### src/rtl/serdes_pkg.sv
// +----------------------------------------------------------------------+
// | serdes_pkg : shared widths, line levels and FSM encoding (rev 1.0)   |
// +----------------------------------------------------------------------+
`default_nettype none

package serdes_pkg;

  localparam int   SERDES_WIDTH       = 8;
  localparam int   FRAME_LEN          = SERDES_WIDTH + 1;
  localparam logic SERDES_START_LEVEL = 1'b1;
  localparam logic SERDES_IDLE_LEVEL  = 1'b0;

  // Bit counter width; never below one bit so WIDTH=1 still elaborates.
  function automatic int cnt_width(input int w);
    return (w > 1) ? $clog2(w) : 1;
  endfunction

  localparam int SERDES_CNT_W = cnt_width(SERDES_WIDTH);

  typedef enum logic [1:0] {
    IDLE  = 2'd0,
    START = 2'd1,
    DATA  = 2'd2
  } ser_state_e;

endpackage

`default_nettype wire

### src/rtl/serdes_hold_reg.sv
// +----------------------------------------------------------------------+
// | serdes_hold_reg : one-entry valid/ready holding buffer (rev 1.0)     |
// +----------------------------------------------------------------------+
`default_nettype none

module serdes_hold_reg #(
  parameter int WIDTH = 8
) (
  input  logic             clk,
  input  logic             reset,
  input  logic [WIDTH-1:0] wr_data_i,
  input  logic             wr_valid_i,
  output logic             wr_ready_o,
  input  logic             rd_take_i,
  output logic             rd_full_o,
  output logic [WIDTH-1:0] rd_data_o
);

  logic             full_q, full_d;
  logic [WIDTH-1:0] data_q, data_d;
  logic             load;

  // No bypass: a full buffer refuses a word even on the edge it drains.
  assign wr_ready_o = ~full_q;
  assign load       = wr_valid_i & ~full_q;
  assign rd_full_o  = full_q;
  assign rd_data_o  = data_q;

  always_comb begin
    full_d = full_q;
    data_d = data_q;
    if (load) begin
      full_d = 1'b1;
      data_d = wr_data_i;
    end else if (rd_take_i) begin
      full_d = 1'b0;
    end
  end

  always_ff @(posedge clk) begin
    if (reset) begin
      full_q <= 1'b0;
      data_q <= '0;
    end else begin
      full_q <= full_d;
      data_q <= data_d;
    end
  end

endmodule

`default_nettype wire

### src/rtl/serializador.sv
// +----------------------------------------------------------------------+
// | serializador : parallel word to start-bit + MSB-first serial frame   |
// | rev 1.0                                                              |
// +----------------------------------------------------------------------+
`default_nettype none

module serializador
  import serdes_pkg::*;
#(
  parameter int   WIDTH       = SERDES_WIDTH,
  parameter logic START_LEVEL = SERDES_START_LEVEL,
  parameter logic IDLE_LEVEL  = SERDES_IDLE_LEVEL
) (
  input  logic             clk,
  input  logic             reset,
  input  logic [WIDTH-1:0] data_in,
  input  logic             data_valid,
  output logic             data_ready,
  output logic             out,
  output logic             busy,
  output logic             frame_done
);

  localparam int CNT_W = cnt_width(WIDTH);

  ser_state_e       state_q, state_d;
  logic [WIDTH-1:0] shift_q, shift_d;
  logic [CNT_W-1:0] cnt_q, cnt_d;
  logic             out_q, out_d;
  logic             done_q, done_d;
  logic             take;
  logic             hold_full;
  logic [WIDTH-1:0] hold_data;

  serdes_hold_reg #(
    .WIDTH (WIDTH)
  ) u_hold (
    .clk        (clk),
    .reset      (reset),
    .wr_data_i  (data_in),
    .wr_valid_i (data_valid),
    .wr_ready_o (data_ready),
    .rd_take_i  (take),
    .rd_full_o  (hold_full),
    .rd_data_o  (hold_data)
  );

  always_comb begin
    state_d = state_q;
    shift_d = shift_q;
    cnt_d   = cnt_q;
    out_d   = out_q;
    done_d  = 1'b0;
    take    = 1'b0;
    case (state_q)
      IDLE: begin
        out_d = IDLE_LEVEL;
        if (hold_full) begin
          shift_d = hold_data;
          take    = 1'b1;
          out_d   = START_LEVEL;
          state_d = START;
        end
      end
      START: begin
        out_d   = shift_q[WIDTH-1];
        shift_d = shift_q << 1;
        cnt_d   = CNT_W'(WIDTH - 1);
        done_d  = (WIDTH == 1);
        state_d = DATA;
      end
      DATA: begin
        if (cnt_q != '0) begin
          out_d   = shift_q[WIDTH-1];
          shift_d = shift_q << 1;
          cnt_d   = cnt_q - 1'b1;
          done_d  = (cnt_q == CNT_W'(1));
        end else if (hold_full) begin
          // Reload straight into a new start bit: no idle gap between frames.
          shift_d = hold_data;
          take    = 1'b1;
          out_d   = START_LEVEL;
          state_d = START;
        end else begin
          out_d   = IDLE_LEVEL;
          state_d = IDLE;
        end
      end
      default: begin
        out_d   = IDLE_LEVEL;
        state_d = IDLE;
      end
    endcase
  end

  always_ff @(posedge clk) begin
    if (reset) begin
      state_q <= IDLE;
      shift_q <= '0;
      cnt_q   <= '0;
      out_q   <= IDLE_LEVEL;
      done_q  <= 1'b0;
    end else begin
      state_q <= state_d;
      shift_q <= shift_d;
      cnt_q   <= cnt_d;
      out_q   <= out_d;
      done_q  <= done_d;
    end
  end

  assign out        = out_q;
  assign frame_done = done_q;
  assign busy       = (state_q != IDLE);

endmodule

`default_nettype wire
### config.mk
export PLATFORM = sky130hd
export DESIGN_NAME = serializador
export DESIGN_NICKNAME = d
export VERILOG_FILES = /design/src/rtl/serdes_pkg.sv /design/src/rtl/serdes_hold_reg.sv /design/src/rtl/serializador.sv
export SDC_FILE = /design/constraint.sdc
export NUM_CORES = 1
export LEC_CHECK = 0
export ABC_CLOCK_PERIOD_IN_PS = 3400
export BUFFER_PORTS_ARGS = -buffer_cell sky130_fd_sc_hd__buf_2
export CORE_UTILIZATION = 60
export DETAILED_ROUTE_END_ITERATION = 8
export PLACE_DENSITY = 0.85
export SLEW_MARGIN = 20
export SYNTH_ARGS = -nofsm -noshare
export SYNTH_HDL_FRONTEND = slang
export SYNTH_SLANG_ARGS = --single-unit
### constraint.sdc
create_clock -name clk -period 3.4 [get_ports clk]
set_clock_uncertainty 0.1 [all_clocks]
set_input_delay 0.51 -clock clk [delete_from_list [all_inputs] [get_ports clk]]
set_output_delay 0.51 -clock clk [all_outputs]
set_load 0.02 [all_outputs]
Word-level counts from Yosys, hierarchy flattened --
Cells that the tools add are included.
Cells by class: reduce and logical (&&, ||, !) cells 9, bitwise logic cells 4, add/subtract/negate cells 1, equality and inequality tests 6, mux-type cells 16
Operator list (count):
- $pmux W8 S3 | 1
- $mux W8 | 2
- $mux W1 | 6
- $pmux W2 S3 | 1
- $pmux W3 S2 | 1
- $reduce_bool A2 Y1 | 3
- $reduce_bool A3 Y1 | 2
- $mux W2 | 2
- $ne A2 B2 Y1 const B | 2
- $reduce_and A2 Y1 | 2
- $eq A3 B1 Y1 const B | 1
- $mux W3 | 1
- $not A1 Y1 | 3
- $pmux W1 S3 | 1
- $reduce_or A3 Y1 | 1
- $sub A3 B1 Y3 const B | 1
- $eq A2 B1 Y1 const B | 1
- $eq A2 B2 Y1 const B | 1
- $logic_not A2 Y1 | 1
- $ne A2 B1 Y1 const B | 1
- $pmux W1 S2 | 1
- $and A1 B1 Y1 | 1
Storage, ports and cells: input bits 11, register bits after elaboration 24

Depth between registers and ports, before layout --
depth after elaboration 5, mapped depth 7, mapped depth without buffers 6

Hierarchy --
From an unflattened synthesis, not the netlist that was laid out.
Unflattened totals: cells, all modules 133, area total of the unflattened synthesis 1365.1 sq um
Modules (own cells, without submodules):
- serializador | instances 1, cells each 94, sequential area each 300.3 sq um, area an instance 934.6 sq um
- serdes_hold_reg | instances 1, cells each 39, sequential area each 180.2 sq um, area an instance 430.4 sq um

Least setup slack after synthesis --
No wires, ideal clock.
kind register to register, start point reg state_q[0], end point reg shift_q[1], period minus slack after synthesis 1707 ps, setup time 132 ps, required time 3168 ps, arrival 1475 ps, slack 1693 ps, cell stages (with the launch flop) 8, cells stage by stage dfxtp_1 > inv_1 > ha_1 > buf_6 > and3b_4 > nor3b_4 > a2bb2oi_1 > nor3_1
On the way: longest elaborated chain between the ends 2, elaborated cells between the ends (all ways) 5
RTL lines:
- start, declared | line serializador.sv:26 | ser_state_e state_q, state_d;
- start signal, assigned | line serializador.sv:104 | state_q <= state_d;
- $eq A2 B2 Y1 (tied with other cells) | line serializador.sv:55 | case (state_q)
- $pmux W8 S3 or $reduce_bool A3 Y1 (tied branches)
- end signal, assigned | line serializador.sv:105 | shift_q <= shift_d;
- end, declared | line serializador.sv:27 | logic [WIDTH-1:0] shift_q, shift_d;
Parallel ways exist; a longest one is shown, timed or not. A chain may end at the register's enable or synchronous reset.

Final worst setup path --
Ends and elaborated chain as after synthesis.

==> impl_metrics.yaml <==
outcome:
  status: "finished, final reports clean"
critical_path:
  required_ns: 3.50
  reg2regPathDepth: 6
  cp.arrival_ns: 2.01
  startpoint_type: "flop"
  worst-r2r-setup-slack_ns: 1.49
  worstSetupPathType: "flop to flop"
  r2r-end: "shift_q[1]$_SDFFE_PP0P_"
  r2r-start: "state_q[0]$_SDFFE_PP0P_"
  end_kind: "flop"
  critPathMaxFanout: 10
placement:
  postPlaceCellArea_sq_um: 1240
  dp.cells: 160
  io_buffers: 14
  place_congestion: 0.806
  dpl_worst_slack_ns: 1.48
  dp.final_hpwl_um: 1530
drt:
  antenna_left: 0
  wl_per_cell_um: 12.9
  routed_wl_um: 2120
  vias_per_cell: 5.59
  drc: 0
  dr.pass1.iters: 4
  drt_iter0_drc: 25
  via_count: 917
pwr:
  power.total_mw: 1.01
  p_per_area_nw_per_um2: 780
  p_leak_nw: 0.567
  ir_drop_uv: 507
floorplan:
  die_h_um: 46.3
  boundaryPins: 15
  die_w_um: 46.3
  initial_core_util_pct: 66.2
  rows: 15
  die-area_sq_um: 2150
  coreArea_sq_um: 1780
global_routing:
  grt_pass1_vias: 812
  antenna_found_initial: 0
  grt_usage_pct: 23.4
  grt_max_degree: 25
  gr-total-overflow: 0
  grt_pass1_wl_um: 3590
worst_hold_path:
  hold_path_depth: 3
  min_path_type: "input pin to flop"
  min_to: "u_hold.rd_data_o[4]$_SDFFE_PP0P_"
  min-delay-start: "data_in[4]"
sta:
  layout_setup_ws_ns: 1.49
  setup_viol: 0
  fin_tns_setup_ns: 0
  hold_ws_ns: 0.316
  fmax_ghz: 0.524
  fin_crit_ns: 1.91
  slew_viol_final: 0
  finalHoldViolCount: 0
  fin_crit_sh_pct: 56.1
  worst-slew-pin-transition_ns: 0.928
  maxSlewHeadroom_pct: 38.0
  rsz0062_at_grt: "no"
cts:
  clk_latency_ns: 0.31
  clk_pin_slew_ns: 0.14
  clock_path_buffers: 2
  root_buffer: "clkbuf_4"
  clock_sink_count: 24
  cts_tree: "built"
  cts_resized: 0
  ctsHoldBuffers: 0
  cts_max_level: 1
  numCtsBuffers: 3
  cts_setup_buffers: 0
synthesis:
  synth_area_per_cell_sq_um: 9.22
  synth_seq_area_share_pct: 40.7
  netlist.area_leader.share_pct: 40.7
  ys_warn_count: 0
  ys_top_cells_by_area: "dfxtp_1 41%, mux2i_1 9.3%, ha_1 8.5%"
  synth.net_count: 147
  synth_seq_cells: 24
  netlist_instances: 128
  synth_top_cell_by_area: "dfxtp_1"
  synth_cell_types: 28
  synth_area_sq_um: 1180
cells_and_area:
  post-route-cell-area_sq_um: 1300
  syn2layout_area_growth_pct: 9.86
  antenna_cells: 0
  utilization_pct: 72.7
  final_nets: 159
  final_cells: 164
  drive_gt1_share_pct: 15.1
job:
  cap_violations: 0
[sequential cells by signal, indices dropped and copies added, names as in the netlist]
name	flops
out	1
frame_done	1
u_hold.rd_data_o	8
u_hold.rd_full_o	1
shift_q	8
state_q	2
cnt_q	3
[cells in the mapped netlist]
cell,number
a211oi_1,1
a2bb2oi_1,6
nor2_1,20
inv_1,8
nor3_1,8
a221oi_2,1
nand2_1,4
a211o_1,1
ha_1,8
a22o_1,1
a21oi_1,3
o32ai_1,1
a22oi_1,1
o21ai_0,1
nand2b_1,2
a311oi_1,1
dfxtp_1,24
a21o_1,1
clkbuf_1,3
buf_6,1
and2_1,2
nor4b_1,1
o22ai_1,6
buf_2,3
and3b_4,1
nor3b_4,1
nor2b_1,7
mux2i_1,11
[worst max-delay path by stage]
stage,start,slack [ns],endpoint,cells past startpoint
2_1_floorplan,state_q[0]$_SDFFE_PP0P_,1.69,shift_q[1]$_SDFFE_PP0P_,7
3_3_place_gp,data_valid,1.53,u_hold.rd_data_o[1]$_SDFFE_PP0P_,4
3_5_place_dp,data_valid,1.48,u_hold.rd_data_o[2]$_SDFFE_PP0P_,4
4_1_cts,state_q[0]$_SDFFE_PP0P_,1.47,shift_q[1]$_SDFFE_PP0P_,6
5_1_grt,state_q[0]$_SDFFE_PP0P_,1.30,shift_q[1]$_SDFFE_PP0P_,6
6_report,state_q[0]$_SDFFE_PP0P_,1.49,shift_q[1]$_SDFFE_PP0P_,6
[cells in the final DEF, fill, tap and decap left out]
cell,n
dfxtp_1,24
nor2_1,20
buf_2,14
mux2i_1,11
inv_1,8
nor3_1,8
ha_1,8
nor2b_1,7
o22ai_1,6
a2bb2oi_1,6
nand2_1,4
a21oi_1,3
clkbuf_4,3
nand2b_1,2
and2_1,2
a22oi_1,1
and3b_4,1
nor3b_4,1
a22o_1,1
o32ai_1,1
o21ai_0,1
a21o_1,1
a211oi_1,1
nor4b_1,1
a211o_1,1
a221oi_2,1
a311oi_1,1
bufinv_16,1
[kinds of logic after synthesis]
group | synth area share, %
AO/OA/AOI/OAI | 15.5
adder cells (fa/ha/maj) | 8.48
buffers and inverters | 5.73
flip-flops | 40.7
multiplexers | 9.33
AND/OR/NAND/NOR | 20.3
[area by class of cell]
cell class	count	area [sq um]
Clock inverter	1	30.0
Tap cell	25	31.3
Inverter	8	30.0
Multi-Input combinational cell	89	632
Fill cell	136	487
Clock buffer	3	22.5
Sequential cell	24	480
Timing Repair Buffer	14	70.1
[layer usage]
layer | up-vias | share of wire [%] | global-route usage (%)
li1 | 466 | - | -
met3 | 2 | 4.7 | 3.92
met2 | 24 | 44 | 34.4
met5 | - | 0 | 0
met1 | 425 | 50 | 34.3
met4 | 0 | 0.61 | 7.06
[power by group]
group	switching (mW)	total [mW]	leakage [nW]	internal, mW
logic	0.217	0.412	0.342	0.196
clock network	0.0854	0.205	0.0279	0.119
registers	0.0549	0.395	0.197	0.340
total	0.357	1.01	0.567	0.655
[worst max-delay path: stages (launching register included)]
cell	delay (ns)
dfxtp_1	0.42
inv_1	0.08
ha_1	0.31
and3b_4	0.24
nor3b_4	0.34
a2bb2oi_1	0.23
nor3_1	0.08
Power figures use the tool's default switching activity.
